<file path="config.mk">
export PLATFORM = sky130hd
export DESIGN_NAME = uart_tx
export DESIGN_NICKNAME = d
export VERILOG_FILES = /design/src/rtl/uart_pkg.sv /design/src/rtl/uart_tx.sv
export SDC_FILE = /design/constraint.sdc
export NUM_CORES = 1
export LEC_CHECK = 0
export CAP_MARGIN = 20
export CORE_AREA = 2 2 47 60
export CTS_CLUSTER_SIZE = 16
export DETAILED_ROUTE_END_ITERATION = 6
export DIE_AREA = 0 0 49 62
export GPL_TIMING_DRIVEN = 0
export MAX_ROUTING_LAYER = met4
export PLACE_DENSITY = 0.52
export SLEW_MARGIN = 20
export SYNTH_ARGS = -nofsm -noshare
export SYNTH_HDL_FRONTEND = slang
export SYNTH_SLANG_ARGS = --single-unit
</file>
<file path="constraint.sdc">
create_clock -name uart_clk -period 2.2 [get_ports uart_clk]
set_clock_uncertainty 0.15 [all_clocks]
set_input_delay 0.22 -clock uart_clk [delete_from_list [all_inputs] [get_ports uart_clk]]
set_output_delay 0.22 -clock uart_clk [all_outputs]
set_load 0.01 [all_outputs]
</file>
<file path="src/rtl/uart_pkg.sv">
// Shared definitions for the UART transmitter and receiver:
// state encoding, parity modes and frame-length arithmetic.
package uart_pkg;

    typedef enum logic [2:0] {
        IDLE   = 3'd0,
        START  = 3'd1,
        DATA   = 3'd2,
        PARITY = 3'd3,
        STOP   = 3'd4
    } uart_state_e;

    localparam int PARITY_NONE = 0;
    localparam int PARITY_ODD  = 1;
    localparam int PARITY_EVEN = 2;

    // Cycles from start bit through last stop bit.
    function automatic int frame_len(input int data_width, input int parity_mode,
                                     input int stop_bits);
        return 1 + data_width + ((parity_mode != PARITY_NONE) ? 1 : 0) + stop_bits;
    endfunction

endpackage

</file>
<file path="src/rtl/uart_tx.sv">
// UART transmitter: accepts a word on a valid/ready handshake and shifts it
// out LSB-first as start, data, optional parity and stop bits, one bit per uart_clk.
module uart_tx
    import uart_pkg::*;
#(
    parameter int DATA_WIDTH  = 8,
    parameter int PARITY_MODE = PARITY_NONE,
    parameter int STOP_BITS   = 1
) (
    input  logic                  uart_clk,
    input  logic                  rst,
    input  logic [DATA_WIDTH-1:0] tx_data,
    input  logic                  tx_valid,
    output logic                  tx_ready,
    output logic                  tx_out,
    output logic                  tx_busy,
    output logic                  tx_done,
    output uart_state_e           dbg_state
);

    localparam int CNT_W = $clog2(DATA_WIDTH + 1);

    uart_state_e           r_state;
    uart_state_e           w_state_next;
    logic [CNT_W-1:0]      r_bit_cnt;
    logic [DATA_WIDTH-1:0] r_shift;
    logic                  r_parity;
    logic                  r_tx_out;
    logic                  w_tx_out_d;
    logic                  w_last_data;
    logic                  w_last_stop;
    logic                  w_ready;
    logic                  w_handshake;

    // Handshake: a word transfers on any rising edge where tx_valid && tx_ready;
    // ready is high in IDLE and in the final stop-bit cycle, so frames can abut.
    assign w_last_data = (r_bit_cnt == CNT_W'(DATA_WIDTH - 1));
    assign w_last_stop = (r_state == STOP) && (r_bit_cnt == CNT_W'(STOP_BITS - 1));
    assign w_ready     = (r_state == IDLE) || w_last_stop;
    assign w_handshake = tx_valid && w_ready;

    always_ff @(posedge uart_clk) begin
        if (rst) begin
            r_state   <= IDLE;
            r_tx_out  <= 1'b1;
            r_bit_cnt <= '0;
            r_shift   <= '0;
            r_parity  <= 1'b0;
        end else begin
            r_state  <= w_state_next;
            r_tx_out <= w_tx_out_d;

            // Parity comes from the whole captured word, not the shifted remainder.
            if (w_handshake) begin
                r_shift  <= tx_data;
                r_parity <= (^tx_data) ^ (PARITY_MODE == PARITY_ODD);
            end else if (r_state == DATA && w_state_next == DATA) begin
                r_shift <= r_shift >> 1;
            end

            // One counter serves data bits and stop bits; it clears on every state change.
            if (w_state_next != r_state) begin
                r_bit_cnt <= '0;
            end else if (r_state == DATA || r_state == STOP) begin
                r_bit_cnt <= r_bit_cnt + CNT_W'(1);
            end
        end
    end

    always_comb begin
        w_state_next = r_state;
        unique case (r_state)
            IDLE:   if (w_handshake) w_state_next = START;
            START:  w_state_next = DATA;
            DATA:   if (w_last_data) w_state_next = (PARITY_MODE != PARITY_NONE) ? PARITY : STOP;
            PARITY: w_state_next = STOP;
            STOP:   if (w_last_stop) w_state_next = w_handshake ? START : IDLE;
            default: w_state_next = IDLE;
        endcase
    end

    // The line level is chosen from the state being entered and registered,
    // so the start bit appears on the handshake edge itself.
    always_comb begin
        w_tx_out_d = 1'b1;
        tx_busy    = (r_state != IDLE);
        tx_done    = w_last_stop;
        unique case (w_state_next)
            START:   w_tx_out_d = 1'b0;
            DATA:    w_tx_out_d = (r_state == DATA) ? r_shift[1] : r_shift[0];
            PARITY:  w_tx_out_d = r_parity;
            default: w_tx_out_d = 1'b1;
        endcase
    end

    assign tx_ready  = w_ready;
    assign tx_out    = r_tx_out;
    assign dbg_state = r_state;

endmodule

</file>
== Word-level counts from Yosys, hierarchy flattened ==
Cells that the tools add are included.

* Muxes and demuxes: 9
* $add $sub $neg: 1
* Reduce and logical (&&, ||, !) cells: 11
* Eq/ne operators: 9

{| class="wikitable"
|+ Operator list
! cell !! number
|-
| $mux 8 || 2
|-
| $pmux 3 s5 || 1
|-
| $eq 3x2->1 const B || 4
|-
| $mux 3 || 3
|-
| $reduce_xor 8->1 || 1
|-
| $eq 3x1->1 const B || 2
|-
| $add 4x1->4 const B || 1
|-
| $eq 4x3->1 const B || 1
|-
| $logic_not 4->1 || 1
|-
| $eq 3x3->1 const B || 1
|-
| $logic_and 1x1->1 || 3
|-
| $logic_not 3->1 || 1
|-
| $ne 3x3->1 || 1
|-
| $pmux 1 s3 || 1
|-
| $reduce_bool 3->1 || 1
|-
| $logic_or 1x1->1 || 2
|-
| $mux 1 || 2
|-
| $reduce_bool 2->1 || 1
|-
| $reduce_or 2->1 || 1
|}

* Logic and storage cells: 35
* Input bits: 11
* Output and inout port bits: 7
* Flip-flop bits (word level): 17

== Depth between registers and ports, before layout ==
Gate-level depths: netlist (run 1).

* Depth in word-level cells: 11
* Depth in mapped cells: 7

== Worst setup path after synthesis (run 1) ==
No wires, ideal clock.

* Path kind: flip-flop to flip-flop
* From: register r_bit_cnt[0]
* To: register r_shift[1]
* Arrival: 1.580 ns
* Required time: 1.964 ns
* Cell stages (with the launch flop): 7
* Buffers on the path: 1
* Setup time: 0.086 ns
* Setup slack: 0.385 ns
* Clock period less this slack: 1.815 ns
* Path through: dfxtp_1 > ha_1 > and3b_4 > or4_4 > buf_6 > mux2i_1 > a211oi_1

* Longest elaborated chain between the ends: 10
* Elaborated cells between the ends (all ways): 14
* Classes of those cells: 2 x eq/ne; 6 x mux; 6 x reduce/logical

{| class="wikitable"
|+ RTL lines
! what !! RTL line !! text
|-
| start, declared || uart_tx.sv:25 || <nowiki>logic [CNT_W-1:0] r_bit_cnt;</nowiki>
|-
| start signal, assigned || uart_tx.sv:65 || <nowiki>r_bit_cnt <= r_bit_cnt + CNT_W'(1);</nowiki>
|-
| $logic_not 4->1 || uart_tx.sv:38 || <nowiki>assign w_last_stop = (r_state == STOP) && (r_bit_cnt == CNT_W'(STOP_BITS - 1));</nowiki>
|-
| $logic_and 1x1->1 || uart_tx.sv:38 ||
|-
| $logic_or 1x1->1 || uart_tx.sv:39 || <nowiki>assign w_ready = (r_state == IDLE) || w_last_stop;</nowiki>
|-
| $logic_and 1x1->1 || uart_tx.sv:40 || <nowiki>assign w_handshake = tx_valid && w_ready;</nowiki>
|-
| $mux 1 || uart_tx.sv:77 || <nowiki>STOP: if (w_last_stop) w_state_next = w_handshake ? START : IDLE;</nowiki>
|-
| $mux 3 || uart_tx.sv:77 ||
|-
| $pmux 3 s5 || uart_tx.sv:72 || <nowiki>unique case (r_state)</nowiki>
|-
| $eq 3x2->1 || uart_tx.sv:57 || <nowiki>end else if (r_state == DATA && w_state_next == DATA) begin</nowiki>
|-
| $logic_and 1x1->1 || uart_tx.sv:57 ||
|-
| $reduce_bool 2->1 (no line) || - ||
|-
| end signal, assigned || uart_tx.sv:55 || <nowiki>r_shift <= tx_data;</nowiki>
|-
| end signal, assigned || uart_tx.sv:58 || <nowiki>r_shift <= r_shift >> 1;</nowiki>
|-
| end, declared || uart_tx.sv:26 || <nowiki>logic [DATA_WIDTH-1:0] r_shift;</nowiki>
|}

Several ways; a longest one is shown, not always the timed one.
A chain may end at the register's enable or synchronous reset.

== Final worst setup path (run 1) ==
* From: register r_bit_cnt[0]
* To: output port tx_ready

* Longest elaborated chain between the ends: 3

{| class="wikitable"
|+ RTL lines
! what !! RTL line !! text
|-
| $logic_not 4->1 || uart_tx.sv:38 ||
|-
| $logic_and 1x1->1 || uart_tx.sv:38 ||
|-
| $logic_or 1x1->1 || uart_tx.sv:39 ||
|-
| end, declared || uart_tx.sv:14 || <nowiki>output logic tx_ready,</nowiki>
|}

No other way between the ends.

==> impl_results.md, run 1 <==
* Setup slack, reg-to-reg at 0.23 ns
* Worst-path fanout max at 4
* Setup TNS at 0 ns
* Drt first-iter violations at 6
* Final setup violation count at 0
* RSZ-0062 raised after global routing: false
* Share of the synthesized area in the top cell type at 39.1%
* Die ar. at 3040 um2
* Final design utilization at 41.5%
* TritonCTS Buffers at 3
* Clock transition at path regs at 0.10 ns
* Final Hold Fails at 0
* Dpl ws at -0.00930 ns
* Detailed Routing Iterations Pass 1 at 4
* WP data required at 1.83 ns
* Bufs on Longest Clock Path at 2
* DP Area at 1030 um2
* GRT Residual Overflow at 0
* Slew headroom at 70.0%
* Finished Cell Area at 1060 um2
* FP Rows at 21
* N_diodes at 0
* Core area at 2550 um2
* Seq/Total Area, Yosys at 39.1%
* Mean Syn Cell Area at 8.89 um2
* Worst r2r path cells at 7
* Post-CTS Setup Bufs at 0
* Final wirelength at 1590 um
* Fin crit period at 2.09 ns
* Initial antenna violation count at 0
* Area growth from synthesis to layout at 29.4%
* Worst reg2reg startpoint: r_bit_cnt[0]
* Static leakage at 0.416 nW
* Worst Hold Class: flop to flop
* Ys flop type: dfxtp_1
* Vias per cell at 4.61
* Hpwl dp at 1160 um
* Yosys cell types at 27
* Crit end category: primary output
* Worst Hold End: r_shift[7]
* Routability congestion estimate at 0.690
* CP arrival at 1.72 ns
* Crit path kind: flop to primary output
* Io pins at 18
* All-Layer GR Usage at 11.4%
* Post-Syn Area at 818 um2
* Number of port buffers at 17
* DR DRC count at 0
* CTS tree: built
* Root Driver: clkbuf_4
* Slew Viols, Final at 0
* Htree depth at 1
* Clk_lat worst skew at 0.28 ns
* Highest clock rate at 478 MHz
* Cell depth of the worst hold path at 2
* First-pass GRT wire length at 2550 um
* Pwr/cell area at 609 nW/um2
* Final net count at 127
* Critical path launch point type: flop
* Least-Margin Pin Slew at 0.450 ns
* Hold WS at 0.336 ns
* Die width at 49 um
* Synth area leaders: dfxtp_1 39%, mux2i_1 8.6%, a211oi_1 7.3%
* Max-cap violation count at 0
* Post-route ant nets at 0
* Status: complete, no violations
* Yosys reg bits at 16
* Fin crit share at 95.0%
* Initial core utilization at 32.1%
* Share of cells above drive strength 1 at 15.0%
* Final setup margin at 0.110 ns
* R2R Path End: r_shift[6]
* Vias in the first global route at 608
* Syn nets at 105
* Syn. warnings at 0
* Total number of vias at 678
* Clock tree sinks at 16
* VDD IR max at 390 uV
* EDFF count, synth at 0
* Routed WL per cell at 10.8 um
* Area leader, netlist: dfxtp_1
* Largest net degree at the start of global routing at 11
* HP Start: r_shift[7]
* Post-Syn Instances at 92
* Die height at 62 um
* Asr flop ratio synth at 0%
[metal layers]
layer / up-vias / GRT usage (%) / share of wire, %
li1: 368 / - / -
met5: - / - / 0
met3: 2 / 2.63 / 4.5
met2: 12 / 19.6 / 48
met1: 296 / 12.2 / 46
met4: 0 / 7.35 / 1.1
[report_power, final]
| group | switching, W | leakage, nW | internal (W) | total, W |
|---|---|---|---|---|
| clock network | 0.0000918 | 0.0210 | 0.000101 | 0.000192 |
| registers | 0.0000122 | 0.131 | 0.000310 | 0.000322 |
| logic | 0.0000606 | 0.264 | 0.0000700 | 0.000131 |
[kinds of logic after synthesis]
kind of cell	share of synthesized area, %
buffers and inverters	5.96
and+or+nand+nor	22.6
AOI/OAI and AO/OA	16.4
muxes	8.56
xor gates and xnor gates	4.28
adders and majority gates	3.06
DFF	39.1
[cell usage after synthesis, types with 3 or more instances]
library cell and number:
a211oi_1 8, inv_1 4, or3b_2 3, xnor2_1 4, nor2_1 13, dfxtp_1 16
nor3_1 4, a21oi_1 5, nor3b_1 3, mux2i_1 7, buf_2 3
[cell type report]
cell class / count / area, um2
plain buffers: 6 / 35.0
clock buffers: 4 / 36.3
fillers: 278 / 1490
inverters: 4 / 15.0
multi-input cells: 66 / 449
flip-flops and latches: 16 / 320
well taps: 34 / 42.5
repair buffers: 17 / 160
[repair_timing]
item / in CTS / in global routing
endpoints found under the setup margin: 2 / 2
hold buffers: 0 / 0
gates resized for setup: 5 / 5
[state kept, by name, indices dropped and copies added (netlist names)]
name	cells
tx_out	1
dbg_state	3
r_bit_cnt	4
r_shift	8
[worst max-delay path, cell delays in order (launching register included)]
cell	delay [ns]
dfxtp_1	0.35
inv_1	0.07
ha_1	0.16
or3b_2	0.47
a211oi_1	0.22
buf_2	0.16
[stage by stage]
stage	std cells	total power, W
6_report	147	0.000645
3_3_place_gp	143	0.000463
2_1_floorplan	92	0.000409
5_1_grt	147	0.000683
4_1_cts	147	0.000655
3_5_place_dp	143	0.000463
[worst max-delay path by stage]
stage	slack, ns	to	start
2_1_floorplan	0.38	r_shift[1]	r_bit_cnt[0]
3_3_place_gp	-0.003	tx_ready	r_bit_cnt[0]
3_5_place_dp	-0.009	tx_ready	r_bit_cnt[0]
4_1_cts	0.01	tx_busy	dbg_state[0]
5_1_grt	0.02	tx_ready	r_bit_cnt[0]
6_report	0.11	tx_ready	r_bit_cnt[0]
[cells in the final DEF, fill, tap and decap left out, types with 3 or more instances in the layout]
master           count
dfxtp_1             16
clkdlybuf4s50_1     15
nor2_1              13
a211oi_1             8
mux2i_1              7
a21oi_1              5
inv_1                4
buf_2                4
nor3_1               4
xnor2_1              4
or3b_2               3
nor3b_1              3
clkbuf_4             3
No activity file was read; power rests on OpenSTA's default activity.
==> run 2, diff against run 1 <==
- clock period: 2.2 -> 2.64 ns (I/O delays scaled with it)
==> run 2 against run 1 <==
Effect of this change: critical path depth unchanged; sequential share of layout area decreased by 0.32 points; sequential cell count unchanged; global-route usage unchanged; combinational power decreased by 16%; wire length decreased by 0.13%.
==> impl_results.md, run 2 (synthesis gave the netlist of run 1 again) <==
* Status: complete, no violations (unchanged)
* Filler cells at 278 (unchanged)
* Static leakage at 0.418 nW (was 0.416 nW)
* Total number of vias at 676 (was 678)
* Finished Cell Area at 1070 um2 (was 1060 um2)
* Core area at 2550 um2 (unchanged)
* Cts hold-fix bufs at 0 (unchanged)
* Max reg flops at 8 (unchanged)
* Htree depth at 1 (unchanged)
* Highest clock rate at 399 MHz
* First-pass GRT wire length at 2550 um (unchanged)
* Fin crit share at 94.9%
* Share of cells above drive strength 1 at 12.4% (was 15.0%)
* TritonCTS Buffers at 3 (unchanged)
* VDD IR max at 325 uV (was 390 uV)
* Final setup violation count at 0 (unchanged)
* Worst Hold Class: flop to flop (unchanged)
* R2R Path End: r_shift[6] (unchanged)
* Number of port buffers at 17 (unchanged)
* Slowest stage delay, CP at 0.58 ns (was 0.47 ns)
* GRT Residual Overflow at 0 (unchanged)
* Slowest-stage cell, CP: clkdlybuf4s50_1 (was or3b_2)
* Worst r2r path cells at 7 (unchanged)
* Worst reg2reg startpoint: r_bit_cnt[0] (unchanged)
* Critical path launch point type: flop (unchanged)
* Bufs on Longest Clock Path at 2 (unchanged)
* Pwr/cell area at 503 nW/um2 (was 609 nW/um2)
* HP Start: r_shift[7] (unchanged)
* Root Driver: clkbuf_4 (unchanged)
* Final design utilization at 42.0% (was 41.5%)
* Clock tree sinks at 16 (unchanged)
* Cells along the critical path: inv_1 -> ha_1 -> or3b_2 -> nor4_1 -> clkdlybuf4s50_1 (was inv_1 -> ha_1 -> or3b_2 -> a211oi_1 -> buf_2)
* Slew headroom at 70.0% (unchanged)
* Die height at 62 um (unchanged)
* Routed WL per cell at 10.8 um (about the same)
* N_diodes at 0 (unchanged)
* DR DRC count at 0 (unchanged)
* Cell depth of the worst hold path at 2 (unchanged)
* Post-route ant nets at 0 (unchanged)
* CP arrival at 2.09 ns (was 1.72 ns)
* Die ar. at 3040 um2 (unchanged)
* Initial core utilization at 32.1% (unchanged)
* CTS tree: built (unchanged)
* Most frequent cells in the layout: 16 x dfxtp_1, 16 x clkdlybuf4s50_1, 13 x nor2_1 (was 16 x dfxtp_1, 15 x clkdlybuf4s50_1, 13 x nor2_1)
* Vias per cell at 4.60 (was 4.61)
* Setup TNS at 0 ns (unchanged)
* Least-Margin Pin Slew at 0.450 ns (unchanged)
* Routability congestion estimate at 0.690 (unchanged)
* Drt first-iter violations at 6 (unchanged)
* Clock transition at path regs at 0.10 ns (about the same)
* Io pins at 18 (unchanged)
* Initial antenna violation count at 0 (unchanged)
* Hpwl dp at 1160 um (unchanged)
* WP data required at 2.23 ns (was 1.83 ns)
* Vias in the first global route at 608 (unchanged)
* Die width at 49 um (unchanged)
* Final Hold Fails at 0 (unchanged)
* Largest net degree at the start of global routing at 11 (unchanged)
* Detailed Routing Iterations Pass 1 at 4 (unchanged)
* Top reg by flops: r_shift (unchanged)
* Crit end category: primary output (unchanged)
* Fin crit period at 2.51 ns
* FP Rows at 21 (unchanged)
* Crit path kind: flop to primary output (unchanged)
* Final net count at 127 (unchanged)
* Setup slack, reg-to-reg at 0.67 ns (was 0.23 ns)
* Clk_lat worst skew at 0.28 ns (about the same)
* DP Area at 1030 um2 (unchanged)
* All-Layer GR Usage at 11.4% (unchanged)
* Worst-path fanout max at 4 (unchanged)
* Slew Viols, Final at 0 (unchanged)
* Final wirelength at 1590 um (about the same)
* Worst Hold End: r_shift[7] (unchanged)
* Max-cap violation count at 0 (unchanged)
* Area growth from synthesis to layout at 30.7% (was 29.4%)
* RSZ-0062 raised after global routing: false (unchanged)
-- run 2: through the flow --
step	setup slack (ns)	power [W]	cells	hold WS [ns]
final	0.133	0.000538	147	0.336
after global routing	0.0189	0.000571	147	0.387
after CTS	0.0606	0.000547	147	0.334
after detailed placement	0.387	0.000386	143	0.314
after global placement	0.393	0.000386	143	0.312
after floorplan	0.825	0.000341	92	0.187
-- run 2: area by class of cell --
type	instances	area [um2]	area share, %
Buffer	6	33.8	3.16
Timing Repair Buffer	17	173	16.1
Sequential cell	16	320	29.9
Multi-Input combinational cell	66	449	42.0
Clock buffer	4	36.3	3.39
Inverter	4	15.0	1.40
Tap cell	34	42.5	3.98
-- run 2: routing by layer --
layer / vias to the layer above / GRT usage (%) / wire [um]
met4: 0 / 7.35 / 17
li1: 367 / - / -
met3: 2 / 2.63 / 70
met1: 295 / 12.2 / 733
met2: 12 / 19.6 / 768
met5: - / - / 0
-- run 2: what timing repair did --
item                                    4_1_cts  5_1_grt
endpoints found under the setup margin        0        1
buffers inserted                              0        0
endpoints found under the hold margin         0        0
resized for setup                             0        1
-- run 2: how the worst max path moves through the flow --
stage	start	slack [ns]	end
global route	r_bit_cnt[0]	0.02	tx_done
detailed placement	r_bit_cnt[0]	0.39	tx_ready
global placement	r_bit_cnt[0]	0.39	tx_ready
floorplan	r_bit_cnt[0]	0.82	r_shift[1]
CTS	r_bit_cnt[0]	0.06	tx_ready
finish	r_bit_cnt[0]	0.13	tx_done
-- run 2: critical path: cells and delay by family (launching register included) --
| kind | cells | cell delay (ns) |
|---|---|---|
| buffers and inverters | 2 | 0.65 |
| AND/OR/NAND/NOR | 2 | 0.65 |
| flip-flops | 1 | 0.35 |
| adder cells (fa/ha/maj) | 1 | 0.16 |
-- run 2: where the power goes --
part	internal, W	leakage (nW)	switching, W	total, W
registers	0.000258	0.131	0.0000102	0.000268
logic	0.0000595	0.265	0.0000505	0.000110
clock network	0.0000839	0.0210	0.0000763	0.000160
